`src/rtl/arb8_pri_rr_if.sv`:
```
// Request/grant bundle between the requesting blocks and the eight-way arbiter.
// The master side raises requests; the slave side (the arbiter) returns the grant.
interface arb8_pri_rr_if;
  logic [7:0] iReq;
  logic       iMode;
  logic [7:0] oGrant;
  logic [2:0] oIdx;
  logic       oValid;
  logic       oTimeout;

  modport master (
    output iReq,
    output iMode,
    input  oGrant,
    input  oIdx,
    input  oValid,
    input  oTimeout
  );

  modport slave (
    input  iReq,
    input  iMode,
    output oGrant,
    output oIdx,
    output oValid,
    output oTimeout
  );
endinterface

```
`src/rtl/arb8_pri_rr.sv`:
```
// Eight-requester arbiter: fixed or round-robin priority (downward, bit 7 first),
// grant held until release or MAX_HOLD, then one dead GAP cycle before re-arbitration.
module arb8_pri_rr #(
  parameter int unsigned MAX_HOLD = 16,
  parameter int unsigned CW       = 8
) (
  input  logic         clk,
  input  logic         rst_n,
  arb8_pri_rr_if.slave bus
);

  if (MAX_HOLD < 1 || MAX_HOLD > 255 || (MAX_HOLD >> CW) != 0) begin : gBadParam
    $error("arb8_pri_rr: MAX_HOLD must be 1..255 and fit in CW bits");
  end

  typedef enum logic [1:0] {
    IDLE  = 2'd0,
    GRANT = 2'd1,
    GAP   = 2'd2
  } state_t;

  state_t        state;
  logic [CW-1:0] holdCnt;
  logic [2:0]    last;
  logic          armed;
  logic [7:0]    grantQ;
  logic [2:0]    idxQ;
  logic          validQ;
  logic          timeoutQ;

  logic [2:0]    winIdx_c;
  logic [2:0]    cand_c;

  // Winner search; later hits overwrite earlier ones, so iterate from lowest to highest priority.
  always_comb begin
    winIdx_c = 3'd0;
    cand_c   = 3'd0;
    if (bus.iMode) begin
      for (int k = 8; k >= 1; k--) begin
        cand_c = last - 3'(k);
        if (bus.iReq[cand_c]) winIdx_c = cand_c;
      end
    end else begin
      for (int i = 0; i < 8; i++) begin
        if (bus.iReq[i]) winIdx_c = 3'(i);
      end
    end
  end

  // armed keeps the first edge after reset release from issuing a grant.
  always_ff @(posedge clk or negedge rst_n) begin
    if (!rst_n) begin
      state    <= IDLE;
      holdCnt  <= '0;
      last     <= 3'd0;
      armed    <= 1'b0;
      grantQ   <= 8'd0;
      idxQ     <= 3'd0;
      validQ   <= 1'b0;
      timeoutQ <= 1'b0;
    end else begin
      armed    <= 1'b1;
      timeoutQ <= 1'b0;
      case (state)
        IDLE, GAP: begin
          if ((armed || state == GAP) && (bus.iReq != 8'd0)) begin
            state   <= GRANT;
            grantQ  <= 8'(1) << winIdx_c;
            idxQ    <= winIdx_c;
            validQ  <= 1'b1;
            holdCnt <= CW'(1);
          end else begin
            state <= IDLE;
          end
        end
        GRANT: begin
          if (!bus.iReq[idxQ]) begin
            state   <= GAP;
            grantQ  <= 8'd0;
            validQ  <= 1'b0;
            last    <= idxQ;
            holdCnt <= '0;
          end else if (holdCnt == CW'(MAX_HOLD)) begin
            state    <= GAP;
            grantQ   <= 8'd0;
            validQ   <= 1'b0;
            last     <= idxQ;
            holdCnt  <= '0;
            timeoutQ <= 1'b1;
          end else begin
            holdCnt <= holdCnt + CW'(1);
          end
        end
        default: begin
          state  <= IDLE;
          grantQ <= 8'd0;
          validQ <= 1'b0;
        end
      endcase
    end
  end

  assign bus.oGrant   = grantQ;
  assign bus.oIdx     = idxQ;
  assign bus.oValid   = validQ;
  assign bus.oTimeout = timeoutQ;

endmodule

```
`src/flat_wrapper.sv`:
```
// flat-port wrapper written by rule: the top's interface ports become plain ports
module arb8_pri_rr_flat 
#(
  parameter int unsigned MAX_HOLD = 16,
  parameter int unsigned CW       = 8
)
  (clk, rst_n, bus_iReq, bus_iMode, bus_oGrant, bus_oIdx, bus_oValid, bus_oTimeout);
  arb8_pri_rr_if bus_i ();
  input  logic clk;
  input  logic rst_n;
  input wire logic [$bits(bus_i.iReq)-1:0] bus_iReq;
  input wire logic [$bits(bus_i.iMode)-1:0] bus_iMode;
  output wire logic [$bits(bus_i.oGrant)-1:0] bus_oGrant;
  output wire logic [$bits(bus_i.oIdx)-1:0] bus_oIdx;
  output wire logic [$bits(bus_i.oValid)-1:0] bus_oValid;
  output wire logic [$bits(bus_i.oTimeout)-1:0] bus_oTimeout;
  assign bus_i.iReq = bus_iReq;
  assign bus_i.iMode = bus_iMode;
  assign bus_oGrant = bus_i.oGrant;
  assign bus_oIdx = bus_i.oIdx;
  assign bus_oValid = bus_i.oValid;
  assign bus_oTimeout = bus_i.oTimeout;
  arb8_pri_rr #(.MAX_HOLD(MAX_HOLD), .CW(CW)) u_core (.clk(clk), .rst_n(rst_n), .bus(bus_i));
endmodule
```
`config.mk`:
```
export PLATFORM = sky130hd
export DESIGN_NAME = arb8_pri_rr_flat
export DESIGN_NICKNAME = d
export VERILOG_FILES = /design/src/rtl/arb8_pri_rr_if.sv /design/src/rtl/arb8_pri_rr.sv /design/src/flat_wrapper.sv
export SDC_FILE = /design/constraint.sdc
export NUM_CORES = 1
export LEC_CHECK = 0
export ABC_CLOCK_PERIOD_IN_PS = 7400
export BUFFER_PORTS_ARGS = -buffer_cell sky130_fd_sc_hd__buf_2
export CELL_PAD_IN_SITES_DETAIL_PLACEMENT = 1
export CELL_PAD_IN_SITES_GLOBAL_PLACEMENT = 2
export CORE_UTILIZATION = 40
export CTS_CLUSTER_SIZE = 20
export DETAILED_ROUTE_END_ITERATION = 6
export PLACE_DENSITY_LB_ADDON = 0.1
export SYNTH_ARGS = -nofsm -noshare
export SYNTH_HDL_FRONTEND = slang
export SYNTH_SLANG_ARGS = --single-unit
export TNS_END_PERCENT = 100
```
`constraint.sdc`:
```
create_clock -name clk -period 7.4 [get_ports clk]
set_input_delay 0 -clock clk [delete_from_list [all_inputs] [get_ports clk]]
set_output_delay 0 -clock clk [all_outputs]
set_load 0.1 [all_outputs]
```
# [Word-level counts from Yosys, hierarchy flattened]
# Index checks and enable logic that the tools add are counted.
[op_classes] add_sub_neg=8 magnitude_cmp=9 n_eq_ne=6 shift=1 mux=55 reduce_logical=10
[op_table] operator="two-way mux 8 bit" n=6
[op_table] operator="two-way mux 3 bit" n=15
[op_table] operator="less-than comparator 3 x 4 -> 1 bit (second input constant)" n=9
[op_table] operator="one-hot mux 8 bit (2 select lines)" n=2
[op_table] operator="binary-select mux 1 bit (select 3 bit)" n=9
[op_table] operator="two-way mux 1 bit" n=17
[op_table] operator="subtractor 3 bit (second input constant)" n=4
[op_table] operator="adder 8 x 1 -> 8 bit (second input constant)" n=1
[op_table] operator="equality test 8 x 5 -> 1 bit (second input constant)" n=1
[op_table] operator="two-way mux 2 bit" n=4
[op_table] operator="AND reduction 2 bit" n=4
[op_table] operator="nonzero test 8 bit" n=1
[op_table] operator="left shift 1 x 3 -> 8 bit (first input constant)" n=1
[op_table] operator="subtractor 3 x 2 -> 3 bit (second input constant)" n=2
[op_table] operator="one-hot mux 2 bit (2 select lines)" n=1
[op_table] operator="inequality test 3 bit (second input constant)" n=1
[op_table] operator="subtractor 3 x 1 -> 3 bit (second input constant)" n=1
[op_table] operator="equality test 2 x 1 -> 1 bit (second input constant)" n=1
[op_table] operator="equality test 2 bit (second input constant)" n=1
[op_table] operator="logical NOT 2 bit" n=1
[op_table] operator="inequality test 2 x 1 -> 1 bit (second input constant)" n=1
[op_table] operator="inequality test 2 bit (second input constant)" n=1
[op_table] operator="one-hot mux 1 bit (2 select lines)" n=1
[op_table] operator="nonzero test 2 bit" n=1
[op_table] operator="3 further kinds" n=3
[word_totals] reg_bits=27 input_bits=11 out_inout_bits=13 elab_cells=97

# [Depth between registers and ports, before layout]
# Gate-level depths: netlist of the first run.
[depth] ltp_word=14 ltp_mapped=12 mapped_depth_nobuf=9

# [Worst setup path after synthesis of the first run]
# Ideal clock, no wire load.
[synth_path] path_type="register to register" startpoint="register u_core.last[1]" endpoint="register u_core.grantQ[4] (netlist: u_core.bus.oGrant[4])" setup_time_ps=123 arrival_ps=3033 required_ps=7277 setup_slack_ps=4244 path_stages_with_launch=11 n_path_buf=3 period_less_slack_ps=3156 path_cell_list="dfrtp_1 -> buf_2 -> buf_1 -> inv_1 -> ha_1 -> buf_2 -> mux4_2 -> mux2i_1 -> a21oi_1 -> or4_4 -> a32o_1"
[synth_between] elab_chain_cells=14 elab_cells_between_ends=35 cone_classes="add/sub (7); shift (1); mux (27)"
[synth_rtl] element="start, declared" line_no="arb8_pri_rr.sv:24" rtl="logic [2:0] last;"
[synth_rtl] element="start signal, assigned" line_no="arb8_pri_rr.sv:81" rtl="last <= idxQ;"
[synth_rtl] element="start signal, assigned" line_no="arb8_pri_rr.sv:87" rtl="last <= idxQ;"
[synth_rtl] element="subtractor 3 bit / binary-select mux 1 bit (select 3 bit) (equally long branches)" line_no="arb8_pri_rr.sv:40, arb8_pri_rr.sv:41"
[synth_rtl] element="binary-select mux 1 bit (select 3 bit) / two-way mux 1 bit (equally long branches)" line_no="arb8_pri_rr.sv:41" rtl="if (bus.iReq[cand_c]) winIdx_c = cand_c;"
[synth_rtl] element="two-way mux 1 bit (not written as such) / two-way mux 3 bit (equally long branches)" line_no="arb8_pri_rr.sv:41"
[synth_rtl] element="two-way mux 3 bit (6 in a row)" line_no="arb8_pri_rr.sv:41"
[synth_rtl] element="two-way mux 3 bit *" line_no="arb8_pri_rr.sv:41"
[synth_rtl] element="two-way mux 3 bit *" line_no="arb8_pri_rr.sv:38" rtl="if (bus.iMode) begin"
[synth_rtl] element="left shift 1 x 3 -> 8 bit *" line_no="arb8_pri_rr.sv:68" rtl="grantQ <= 8'(1) << winIdx_c;"
[synth_rtl] element="two-way mux 8 bit *" line_no="arb8_pri_rr.sv:66" rtl="if ((armed || state == GAP) && (bus.iReq != 8'd0)) begin"
[synth_rtl] element="one-hot mux 8 bit (2 select lines) *" line_no="arb8_pri_rr.sv:64" rtl="case (state)"
[synth_rtl] element="end signal, assigned" line_no="arb8_pri_rr.sv:68"
[synth_rtl] element="end, declared" line_no="arb8_pri_rr.sv:26" rtl="logic [7:0] grantQ;"
# Mark *: on every way between the ends. The rest lies on a longest branch, timed or not. The select of a mux whose other input is x is not followed.
# A chain may end at the register's enable or synchronous reset.

# [Worst setup path in the final report of the first run]
[layout_path] startpoint="register u_core.last[1]" endpoint="register u_core.grantQ[5] (netlist: u_core.bus.oGrant[5])"
# Same word-level chain as after synthesis.

==> results of run 1 <==
==> sequential cells by signal, indices dropped and copies added, names as in the netlist <==
| register | flops |
|---|---|
| u_core.bus.oGrant | 8 |
| u_core.holdCnt | 8 |
| u_core.bus.oIdx | 3 |
| u_core.last | 3 |
| u_core.state | 2 |
| u_core.armed | 1 |
| u_core.bus.oTimeout | 1 |
| u_core.bus.oValid | 1 |
==> cell usage in the layout, fill, tap and decap left out, types with 6 or more instances in the layout <==
master / synthesis / layout
sky130_fd_sc_hd__nor2_1: 16 / 16
sky130_fd_sc_hd__a32o_1: 9 / 9
sky130_fd_sc_hd__nand2_1: 28 / 28
sky130_fd_sc_hd__inv_1: 12 / 12
sky130_fd_sc_hd__buf_2: 8 / 23
sky130_fd_sc_hd__and2_1: 6 / 6
sky130_fd_sc_hd__mux2i_1: 16 / 16
sky130_fd_sc_hd__dfrtp_1: 27 / 27
sky130_fd_sc_hd__nand2b_1: 13 / 13
sky130_fd_sc_hd__o21ai_0: 21 / 21
sky130_fd_sc_hd__nand3_1: 11 / 11
sky130_fd_sc_hd__a21oi_1: 16 / 16
sky130_fd_sc_hd__mux4_2: 9 / 9
==> layout make-up <==
class                           count  area [sq um]
Clock buffer                        3          41.3
Clock inverter                      1          7.51
Fill cell                         716          3310
Inverter                           12          45.0
Multi-Input combinational cell    226          1680
Sequential cell                    27           676
Tap cell                           75          93.8
Timing Repair Buffer               25           133
==> routing by layer <==
metal	vias up	global-route usage	share of wire
met5	-	0	0
met4	0	0.0946	0.025
met3	16	0.0178	0.024
met2	41	0.438	0.50
met1	1182	0.345	0.45
li1	1098	-	-
==> logic make-up (layout without fill, tap and decap cells) <==
family | count (synthesis) | in the layout | synth area share
flops | 27 | 27 | 0.268
xor+xnor | 6 | 6 | 0.0208
compound gates | 85 | 85 | 0.231
fa+ha+maj | 4 | 4 | 0.0198
other cells | 1 | 1 | 0.00149
mux | 33 | 33 | 0.198
buf+inv | 36 | 41 | 0.0649
simple gates | 97 | 97 | 0.196
==> stage by stage <==
| stage | instances | setup WS, ps | hold WS [ps] |
|---|---|---|---|
| floorplan | 289 | 4240 | -296 |
| global placement | 364 | 3580 | 45.9 |
| detailed placement | 364 | 3530 | 52.9 |
| CTS | 369 | 3480 | 275 |
| global route | 369 | 3180 | 312 |
| finish | 369 | 3450 | 255 |
==> critical path, cell delays in order, from the launching register on <==
cell and delay, ps:
sky130_fd_sc_hd__dfrtp_1 840, sky130_fd_sc_hd__inv_1 230, sky130_fd_sc_hd__ha_1 800, sky130_fd_sc_hd__mux4_2 680, sky130_fd_sc_hd__a2111oi_0 420, sky130_fd_sc_hd__a211oi_1 150
sky130_fd_sc_hd__o22ai_1 290, sky130_fd_sc_hd__nor2_1 150, sky130_fd_sc_hd__a32o_1 270
==> final timing paths <==
check	startpoint	to	slack [ps]	depth (start not counted)
max in group asynchronous	rst_n	u_core.bus.oGrant[4]	6750	2
worst max-delay path	u_core.last[1]	u_core.bus.oGrant[5]	3450	8
worst max register to register	u_core.last[1]	u_core.bus.oGrant[5]	3450	8
min in group clk	bus_iMode	u_core.bus.oIdx[1]	370	4
worst min-delay path	rst_n	u_core.bus.oGrant[0]	250	2
worst min register to register	u_core.bus.oValid	u_core.bus.oValid	480	2
==> key figures, run 1 <==
Place
  • Half-perimeter wire length of the detailed placement result: 5660 um
  • Final weighted congestion of routability-driven global placement: 0.845
  • Cell area after placement: 0.00262 sq mm
  • # port buffers: 23

Setup path
  • Data arrival time at the worst-slack endpoint: 4130 ps
  • Required time worst endpoint: 7570 ps
  • Crit Path Class: register to register
  • Startpoint type of the worst setup path: register
  • Worst setup EP type: register
  • Highest fanout seen on the critical path: 21

Floorplanning
  • Starting density of the core: 0.421
  • Width of the die: 81.4 um
  • Number of standard-cell rows in the floorplan: 28
  • Area of the die: 0.00663 sq mm
  • Core area: 0.00599 sq mm
  • Ports: 24
  • Vertical die dimension: 81.4 um

Clock tree
  • Number of levels the H-tree was split into: 1
  • Longest Clk Path Bufs: 2
  • Resized Gates After CTS: 0
  • Post-CTS setup buffer count: 0
  • Quantity of hold-fixing buffers added after cts: 1
  • Clock-pin slew on the worst setup and hold paths: 100 ps
  • Clock Root Buffer: sky130_fd_sc_hd__clkbuf_8
  • Cts bufs inserted: 3
  • Count of clock tree sinks: 27
  • Insertion delay to the later sink of the worst-skew pair: 280 ps
  • TritonCTS clock tree: yes

Yosys
  • Count of different cell masters after synthesis: 57
  • Most instantiated cells after synthesis: 28 x sky130_fd_sc_hd__nand2_1, 27 x sky130_fd_sc_hd__dfrtp_1, 21 x sky130_fd_sc_hd__o21ai_0
  • Number of storage elements in the synthesis netlist: 27
  • Post-synthesis cell area: 0.00252 sq mm
  • Ys flop type: sky130_fd_sc_hd__dfrtp_1
  • Total number of yosys warnings: 0
  • Dominant cell by count in the synthesized netlist: sky130_fd_sc_hd__nand2_1
  • Mean cell area of the mapped netlist: 8.73 sq um
  • Synth top area share: 0.268
  • Synth Net Count: 304
  • FFs w/ async S/R, synth: 1.00
  • Cell types with the largest area share after synthesis: sky130_fd_sc_hd__dfrtp_1 27%, sky130_fd_sc_hd__mux4_2 8.0%, sky130_fd_sc_hd__mux2i_1 6.3%
  • Sequential cell area fraction in the yosys report: 0.268
  • EDFF count, synth: 0
  • Library cell occupying the most area in the post-synthesis netlist: sky130_fd_sc_hd__dfrtp_1
  • Synth Instances: 289

Outcome
  • Outcome: complete, no violations

Global route
  • Global-route congestion overflow total: 0
  • Global-route wire length before repair: 12900 um
  • Antenna violations before repair: 0
  • Maximum number of pins on one net before global-route repair: 28
  • Number of global-route vias before repair: 2443
  • GRT Total Usage: 0.258

STA
  • Fin Clk Skew: 3.32 ps
  • Post-layout minimum cycle time: 3950 ps
  • Total of endpoints with negative setup slack in the final report: 0
  • Slew of the pin with the lowest slew margin: 753 ps
  • Max-slew headroom at the worst pin: 0.498
  • Total negative slack for setup checks: 0 ps
  • Final Max Tran Viols: 0
  • Unrepaired setup endpoints after global routing: no
  • Max Fclk: 253 MHz
  • Final Cycle Share: 0.534
  • Hold Fails Final Rpt: 0

Drt
  • Post-detailed-route count of antenna-violating nets: 0
  • Post-DR wirelength/cell: 21.2 um
  • First-pass detailed-route iteration total: 4
  • DRT Wirelength: 7810 um
  • Number of vias per cell: 6.33
  • Via Count: 2337
  • DRC violations left: 0
  • Initial detailed-routing violation count: 127

Job
  • Max-cap check violation count: 0

Final layout
  • Layout Nets: 310
  • Final Core Density: 0.447
  • Layout cell share with drive strength beyond 1: 0.163
  • Design Area, Final: 0.00268 sq mm
  • Synthesis-to-finish area growth: 6.20%
  • Antenna diodes: 0

Worst hold path
  • Type of the worst min-delay path: input pin to async pin
Power of run 1 is left out: the tool's default activity adds up to more than one toggle a clock period on the data nets, which glitch-free logic cannot reach.
==> run 2, diff against run 1 <==
--- a/config.mk
+++ b/config.mk
@@ -5,11 +5,11 @@
 export SDC_FILE = /design/constraint.sdc
 export NUM_CORES = 1
 export LEC_CHECK = 0
-export ABC_CLOCK_PERIOD_IN_PS = 7400
+export ABC_CLOCK_PERIOD_IN_PS = 3200
 export BUFFER_PORTS_ARGS = -buffer_cell sky130_fd_sc_hd__buf_2
 export CELL_PAD_IN_SITES_DETAIL_PLACEMENT = 1
 export CELL_PAD_IN_SITES_GLOBAL_PLACEMENT = 2
-export CORE_UTILIZATION = 40
+export CORE_UTILIZATION = 33
 export CTS_CLUSTER_SIZE = 20
 export DETAILED_ROUTE_END_ITERATION = 6
 export PLACE_DENSITY_LB_ADDON = 0.1
==> constraint.sdc (replaced) <==
create_clock -name clk -period 3.2 [get_ports clk]
set_input_delay 0 -clock clk [delete_from_list [all_inputs] [get_ports clk]]
set_output_delay 0 -clock clk [all_outputs]
set_load 0.1 [all_outputs]
==> run 2 against run 1 <==
Critical path depth stayed put. Cell area rose by 4.6%. Clock skew down 1.5 ps. Maximum frequency up 31%. Via count rose by 0.81%. Sequential cell count did not move.
==> key figures, run 2 (synthesis gave the netlist of run 1 again) <==
STA
  • Final Max Tran Viols: 0 (unchanged)
  • Total negative slack for setup checks: 0 ps (unchanged)
  • Total of endpoints with negative setup slack in the final report: 0 (unchanged)
  • Post-layout minimum cycle time: 3010 ps (was 3950 ps)
  • Hold Fails Final Rpt: 0 (unchanged)
  • Unrepaired setup endpoints after global routing: no (unchanged)
  • Max Fclk: 332 MHz (was 253 MHz)
  • Final Cycle Share: 0.940 (was 0.534)
  • Slew of the pin with the lowest slew margin: 659 ps (was 753 ps)
  • Fin Clk Skew: 1.77 ps (was 3.32 ps)
  • Max-slew headroom at the worst pin: 0.558 (was 0.498)

Setup path
  • Startpoint type of the worst setup path: register (unchanged)
  • Data arrival time at the worst-slack endpoint: 3170 ps (was 4130 ps)
  • Crit Path Class: register to register (unchanged)
  • Reg-to-Reg Start: u_core.last[0] (was u_core.last[1])
  • Biggest cell delay along the critical path: 640 ps (was 840 ps)
  • Number of buffers and inverters on the critical path: 1 (unchanged)
  • Required time worst endpoint: 3370 ps (was 7570 ps)
  • Crit path max-delay family: compound AO/OA/AOI/OAI gates (unchanged)
  • R2R Setup Slk: 190 ps (was 3450 ps)
  • Cell with the largest stage delay on the worst path: sky130_fd_sc_hd__mux4_2 (was sky130_fd_sc_hd__dfrtp_1)
  • Worst setup EP type: register (unchanged)
  • Highest fanout seen on the critical path: 11 (was 21)
  • Cells along the critical path: inv_1, ha_1, mux4_2, a2111oi_0, a211oi_1, o22ai_1, nor2_1, a32o_1 (unchanged)
  • Crit. Startpoint: u_core.last[0] (was u_core.last[1])

Global route
  • Met2 Use GR: 0.313 (was 0.438)
  • Met1 demand-to-capacity share in global routing: 0.322 (was 0.345)
  • Global-route congestion overflow total: 0 (unchanged)
  • Number of global-route vias before repair: 2270 (was 2443)
  • GRT Total Usage: 0.207 (was 0.258)
  • Met3 track utilization from global routing: 0.0305 (was 0.0178)
  • Maximum number of pins on one net before global-route repair: 28 (unchanged)
  • Top Usage Layer GRT: met1 (was met2)
  • Antenna violations before repair: 0 (unchanged)
  • Global-route wire length before repair: 12500 um (was 12900 um)

Final layout
  • Final Core Density: 0.382 (was 0.447)
  • Layout Nets: 321 (was 310)
  • Synthesis-to-finish area growth: 11.1% (was 6.20%)
  • Highest-count cells in the layout ignoring fill and taps: 28 x sky130_fd_sc_hd__nand2_1, 27 x sky130_fd_sc_hd__dfrtp_1, 23 x sky130_fd_sc_hd__buf_2, 21 x sky130_fd_sc_hd__o21ai_0 (unchanged)
  • Layout cell share with drive strength beyond 1: 0.203 (was 0.163)
  • Design Area, Final: 0.00280 sq mm (was 0.00268 sq mm)
  • Antenna diodes: 0 (unchanged)
  • Commonest non-fill, non-tap cell in the layout: sky130_fd_sc_hd__nand2_1 (unchanged)

Floorplanning
  • Ports: 24 (unchanged)
  • Width of the die: 89.5 um (was 81.4 um)
  • Area of the die: 0.00800 sq mm (was 0.00663 sq mm)
  • Number of standard-cell rows in the floorplan: 31 (was 28)
  • Core area: 0.00733 sq mm (was 0.00599 sq mm)
  • Starting density of the core: 0.344 (was 0.421)
  • Vertical die dimension: 89.5 um (was 81.4 um)

Outcome
  • Outcome: complete, no violations (unchanged)

Drt
  • Initial detailed-routing violation count: 156 (was 127)
  • Post-DR wirelength/cell: 19.0 um (was 21.2 um)
  • DRC violations left: 0 (unchanged)
  • Post-detailed-route count of antenna-violating nets: 0 (unchanged)
  • Number of vias per cell: 5.83 (was 6.33)
  • DRT Wirelength: 7680 um (was 7810 um)
  • First-pass detailed-route iteration total: 4 (unchanged)
  • Via Count: 2356 (was 2337)

Place
  • Cell area after placement: 0.00273 sq mm (was 0.00262 sq mm)
  • # port buffers: 23 (unchanged)
  • Half-perimeter wire length of the detailed placement result: 5760 um (was 5660 um)
  • Final weighted congestion of routability-driven global placement: 0.820 (was 0.845)

Clock tree
  • TritonCTS clock tree: yes (unchanged)
  • Count of clock tree sinks: 27 (unchanged)
  • Longest Clk Path Bufs: 2 (unchanged)
  • Post-CTS setup buffer count: 0 (unchanged)
  • Insertion delay to the later sink of the worst-skew pair: 270 ps (was 280 ps)
  • Cts bufs inserted: 3 (unchanged)
  • Number of levels the H-tree was split into: 1 (unchanged)
  • Clock-pin slew on the worst setup and hold paths: 90 ps (was 100 ps)
  • Clock Root Buffer: sky130_fd_sc_hd__clkbuf_8 (unchanged)

Worst hold path
  • Type of the worst min-delay path: input pin to async pin (unchanged)

Job
  • Max-cap check violation count: 0 (unchanged)
## run 2: worst paths after layout
path	end	cells after the start
worst max-delay path	u_core.bus.oGrant[4]	8
worst min-delay path	u_core.bus.oGrant[0]	2
worst max register to register	u_core.bus.oGrant[4]	8
worst min register to register	u_core.bus.oGrant[6]	1
max in group asynchronous	u_core.holdCnt[2]	2
min in group clk	u_core.bus.oIdx[1]	4
## run 2: area by class of cell
| type | instances | area (sq um) |
|---|---|---|
| Fill cell | 871 | 4530 |
| Multi-Input combinational cell | 226 | 1700 |
| Sequential cell | 27 | 676 |
| Timing Repair Buffer | 36 | 215 |
| Tap cell | 99 | 124 |
| Inverter | 12 | 45.0 |
| Clock buffer | 3 | 41.3 |
| Clock inverter | 1 | 5.00 |
## run 2: routing by layer
metal | vias to the layer above | share of wire | wire length [um]
li1 | 1116 | - | -
met1 | 1188 | 0.51 | 3920
met2 | 50 | 0.45 | 3430
met3 | 2 | 0.041 | 315
met4 | 0 | 0.0018 | 14
met5 | - | 0 | 0
## run 2: what timing repair did
action | in CTS | in global routing
endpoints found under the setup margin | 0 | 7
endpoints found under the hold margin | 27 | 0
gates resized for setup | 0 | 3
hold buffers | 1 | 0
## run 2: metrics by stage
step	hold WS (ps)	worst slack (ps)	instances
finish	302	192	404
floorplan	-296	43.7	289
CTS	298	137	404
global route	352	1.64	404
detailed placement	60.7	159	399
global placement	64.0	150	399
Power of run 2 is left out for the same reason.
==> run 3, diff against run 2 <==
--- a/config.mk
+++ b/config.mk
@@ -9,9 +9,10 @@
 export BUFFER_PORTS_ARGS = -buffer_cell sky130_fd_sc_hd__buf_2
 export CELL_PAD_IN_SITES_DETAIL_PLACEMENT = 1
 export CELL_PAD_IN_SITES_GLOBAL_PLACEMENT = 2
-export CORE_UTILIZATION = 33
+export CORE_UTILIZATION = 30
 export CTS_CLUSTER_SIZE = 20
 export DETAILED_ROUTE_END_ITERATION = 6
+export MAX_ROUTING_LAYER = met4
 export PLACE_DENSITY_LB_ADDON = 0.1
 export SYNTH_ARGS = -nofsm -noshare
 export SYNTH_HDL_FRONTEND = slang
==> run 3 against run 2 <==
The flow now finishes with violations (design-rule violations). Non-clock buffer count is 1 higher. Maximum frequency is 0.27% higher. Die area is 9.8% higher. Sequential cell count stayed put. Routed wire length is 6.2% higher. Global-route usage is 0.54 points lower. Highest routed layer unchanged.
==> key figures, run 3 (synthesis gave the netlist of run 1 again) <==
Place
  • # port buffers: 23 (unchanged)
  • Cell count after placement: 406 (was 399)
  • Final weighted congestion of routability-driven global placement: 0.807 (was 0.820)
  • Pre-CTS setup slack: 200 ps (was 159 ps)
  • Half-perimeter wire length of the detailed placement result: 6130 um (was 5760 um)

Clock tree
  • Number of levels the H-tree was split into: 1 (unchanged)
  • Clock-pin slew on the worst setup and hold paths: 100 ps (was 90 ps)
  • Cts bufs inserted: 3 (unchanged)
  • Count of clock tree sinks: 27 (unchanged)
  • Post-CTS setup buffer count: 0 (unchanged)
  • Clock Root Buffer: sky130_fd_sc_hd__clkbuf_8 (unchanged)
  • Insertion delay to the later sink of the worst-skew pair: 270 ps (about the same)
  • Longest Clk Path Bufs: 2 (unchanged)
  • TritonCTS clock tree: yes (unchanged)

Setup path
  • Reg-to-Reg Start: u_core.last[0] (unchanged)
  • Highest fanout seen on the critical path: 23 (was 11)
  • Required time worst endpoint: 3370 ps (about the same)
  • Data arrival time at the worst-slack endpoint: 3170 ps (about the same)
  • Critical R2R Capture: u_core.bus.oGrant[4] (unchanged)
  • Crit Path Class: register to register (unchanged)
  • Worst setup EP type: register (unchanged)
  • FF-to-FF path depth: 9 (was 8)
  • R2R Setup Slk: 200 ps (was 190 ps)
  • Startpoint type of the worst setup path: register (unchanged)

Floorplanning
  • Number of standard-cell rows in the floorplan: 33 (was 31)
  • Width of the die: 93.7 um (was 89.5 um)
  • Area of the die: 0.00878 sq mm (was 0.00800 sq mm)
  • Ports: 24 (unchanged)
  • Vertical die dimension: 93.7 um (was 89.5 um)
  • Starting density of the core: 0.309 (was 0.344)
  • Core area: 0.00818 sq mm (was 0.00733 sq mm)

STA
  • Post-layout minimum cycle time: 3000 ps (was 3010 ps)
  • Setup WS post-layout: 200 ps (was 192 ps)
  • Total negative slack for setup checks: 0 ps (unchanged)
  • Unrepaired setup endpoints after global routing: no (unchanged)
  • Max-slew headroom at the worst pin: 0.542 (was 0.558)
  • Hold Fails Final Rpt: 0 (unchanged)
  • Final Max Tran Viols: 0 (unchanged)
  • Total of endpoints with negative setup slack in the final report: 0 (unchanged)
  • Fin Clk Skew: 8.05 ps (was 1.77 ps)
  • Max Fclk: 333 MHz (was 332 MHz)
  • Slew of the pin with the lowest slew margin: 682 ps (was 659 ps)
  • Final Cycle Share: 0.937 (was 0.940)

Worst hold path
  • Type of the worst min-delay path: input pin to async pin (unchanged)

Global route
  • Antenna violations before repair: 0 (unchanged)
  • Global-route wire length before repair: 13200 um (was 12500 um)
  • Number of global-route vias before repair: 2399 (was 2270)
  • Global-route congestion overflow total: 0 (unchanged)
  • Maximum number of pins on one net before global-route repair: 28 (unchanged)
  • GRT Total Usage: 0.201 (was 0.207)

Drt
  • Number of vias per cell: 5.76 (was 5.83)
  • DRT Wirelength: 8160 um (was 7680 um)
  • Initial detailed-routing violation count: 124 (was 156)
  • Met3 Wirelength: 347 um (was 315 um)
  • Wire length on met1: 4160 um (was 3920 um)
  • Post-detailed-route count of antenna-violating nets: 0 (unchanged)
  • DRC violations left: 2 (was 0)
  • First-pass detailed-route iteration total: 7 (was 4)
  • Via Count: 2366 (was 2356)
  • Routed length on met2: 3620 um (was 3430 um)
  • Post-DR wirelength/cell: 19.8 um (was 19.0 um)
  • Uppermost metal layer occupied by signal nets: met4 (unchanged)

Final layout
  • Synthesis-to-finish area growth: 12.1% (was 11.1%)
  • Layout cell share with drive strength beyond 1: 0.203 (about the same)
  • Count of non-filler cells in the finished layout: 411 (was 404)
  • Commonest non-fill, non-tap cell in the layout: sky130_fd_sc_hd__nand2_1 (unchanged)
  • Antenna diodes: 0 (unchanged)
  • Filler instances: 994 (was 871)
  • Layout Nets: 322 (was 321)
  • Highest-count cells in the layout ignoring fill and taps: 28 x sky130_fd_sc_hd__nand2_1, 27 x sky130_fd_sc_hd__dfrtp_1, 23 x sky130_fd_sc_hd__buf_2, 21 x sky130_fd_sc_hd__o21ai_0 (unchanged)

Job
  • Max-cap check violation count: 0 (unchanged)

Outcome
  • Violations in the final reports: design-rule violations
  • Outcome: finished, violations left (was complete, no violations)
[run 3: cell count changes in the layout (fill, tap and decap cells not counted), sizes merged]
cell | before | now
buf | 35 | 36
[run 3: layout make-up]
class                           instances  area, sq um  area share
Multi-Input combinational cell        226         1700       0.599
Inverter                               12         45.0      0.0159
Sequential cell                        27          676       0.239
Tap cell                              105          131      0.0464
Clock buffer                            3         41.3      0.0146
Timing Repair Buffer                   37          235      0.0831
Clock inverter                          1         5.00     0.00177
[run 3: worst max-delay path by stage]
stage,startpoint,endpoint,slack [ps],cells after the start
3_5_place_dp,u_core.last[0],u_core.bus.oGrant[1],200,9
4_1_cts,u_core.last[0],u_core.bus.oGrant[1],180,9
3_3_place_gp,u_core.last[0],u_core.bus.oGrant[4],190,8
6_report,u_core.last[0],u_core.bus.oGrant[4],200,9
2_1_floorplan,u_core.last[1],u_core.bus.oGrant[4],40,10
5_1_grt,u_core.last[0],u_core.bus.oGrant[7],60,9
[run 3: per-layer routing]
layer  track usage  vias up
met4        0.0231        0
met2         0.299       48
met5             -        -
met1         0.293     1189
li1              -     1124
met3        0.0372        5
[run 3: metrics by stage]
step,hold slack [ps],utilization,area (sq um)
2_1_floorplan,-296,-,2520
3_3_place_gp,65.6,0.338,2760
3_5_place_dp,61.8,0.338,2760
4_1_cts,287,0.345,2820
5_1_grt,311,0.346,2830
6_report,267,0.346,2830
[run 3: what timing repair did]
item / 4_1_cts / 5_1_grt
endpoints found under the hold margin: 27 / 0
endpoints found under the setup margin: 0 / 7
resized for setup: 0 / 2
hold buffers: 1 / 0
[run 3: worst max-delay path, stage by stage (launching register included)]
cell and delay, ps:
sky130_fd_sc_hd__dfrtp_1 400, sky130_fd_sc_hd__buf_12 200, sky130_fd_sc_hd__ha_1 420, sky130_fd_sc_hd__mux2_2 380
sky130_fd_sc_hd__a2bb2oi_1 200, sky130_fd_sc_hd__a31oi_1 110, sky130_fd_sc_hd__a22oi_1 200, sky130_fd_sc_hd__o32ai_1 150
sky130_fd_sc_hd__or4_4 550, sky130_fd_sc_hd__a32o_1 280
Power of run 3 is left out for the same reason.
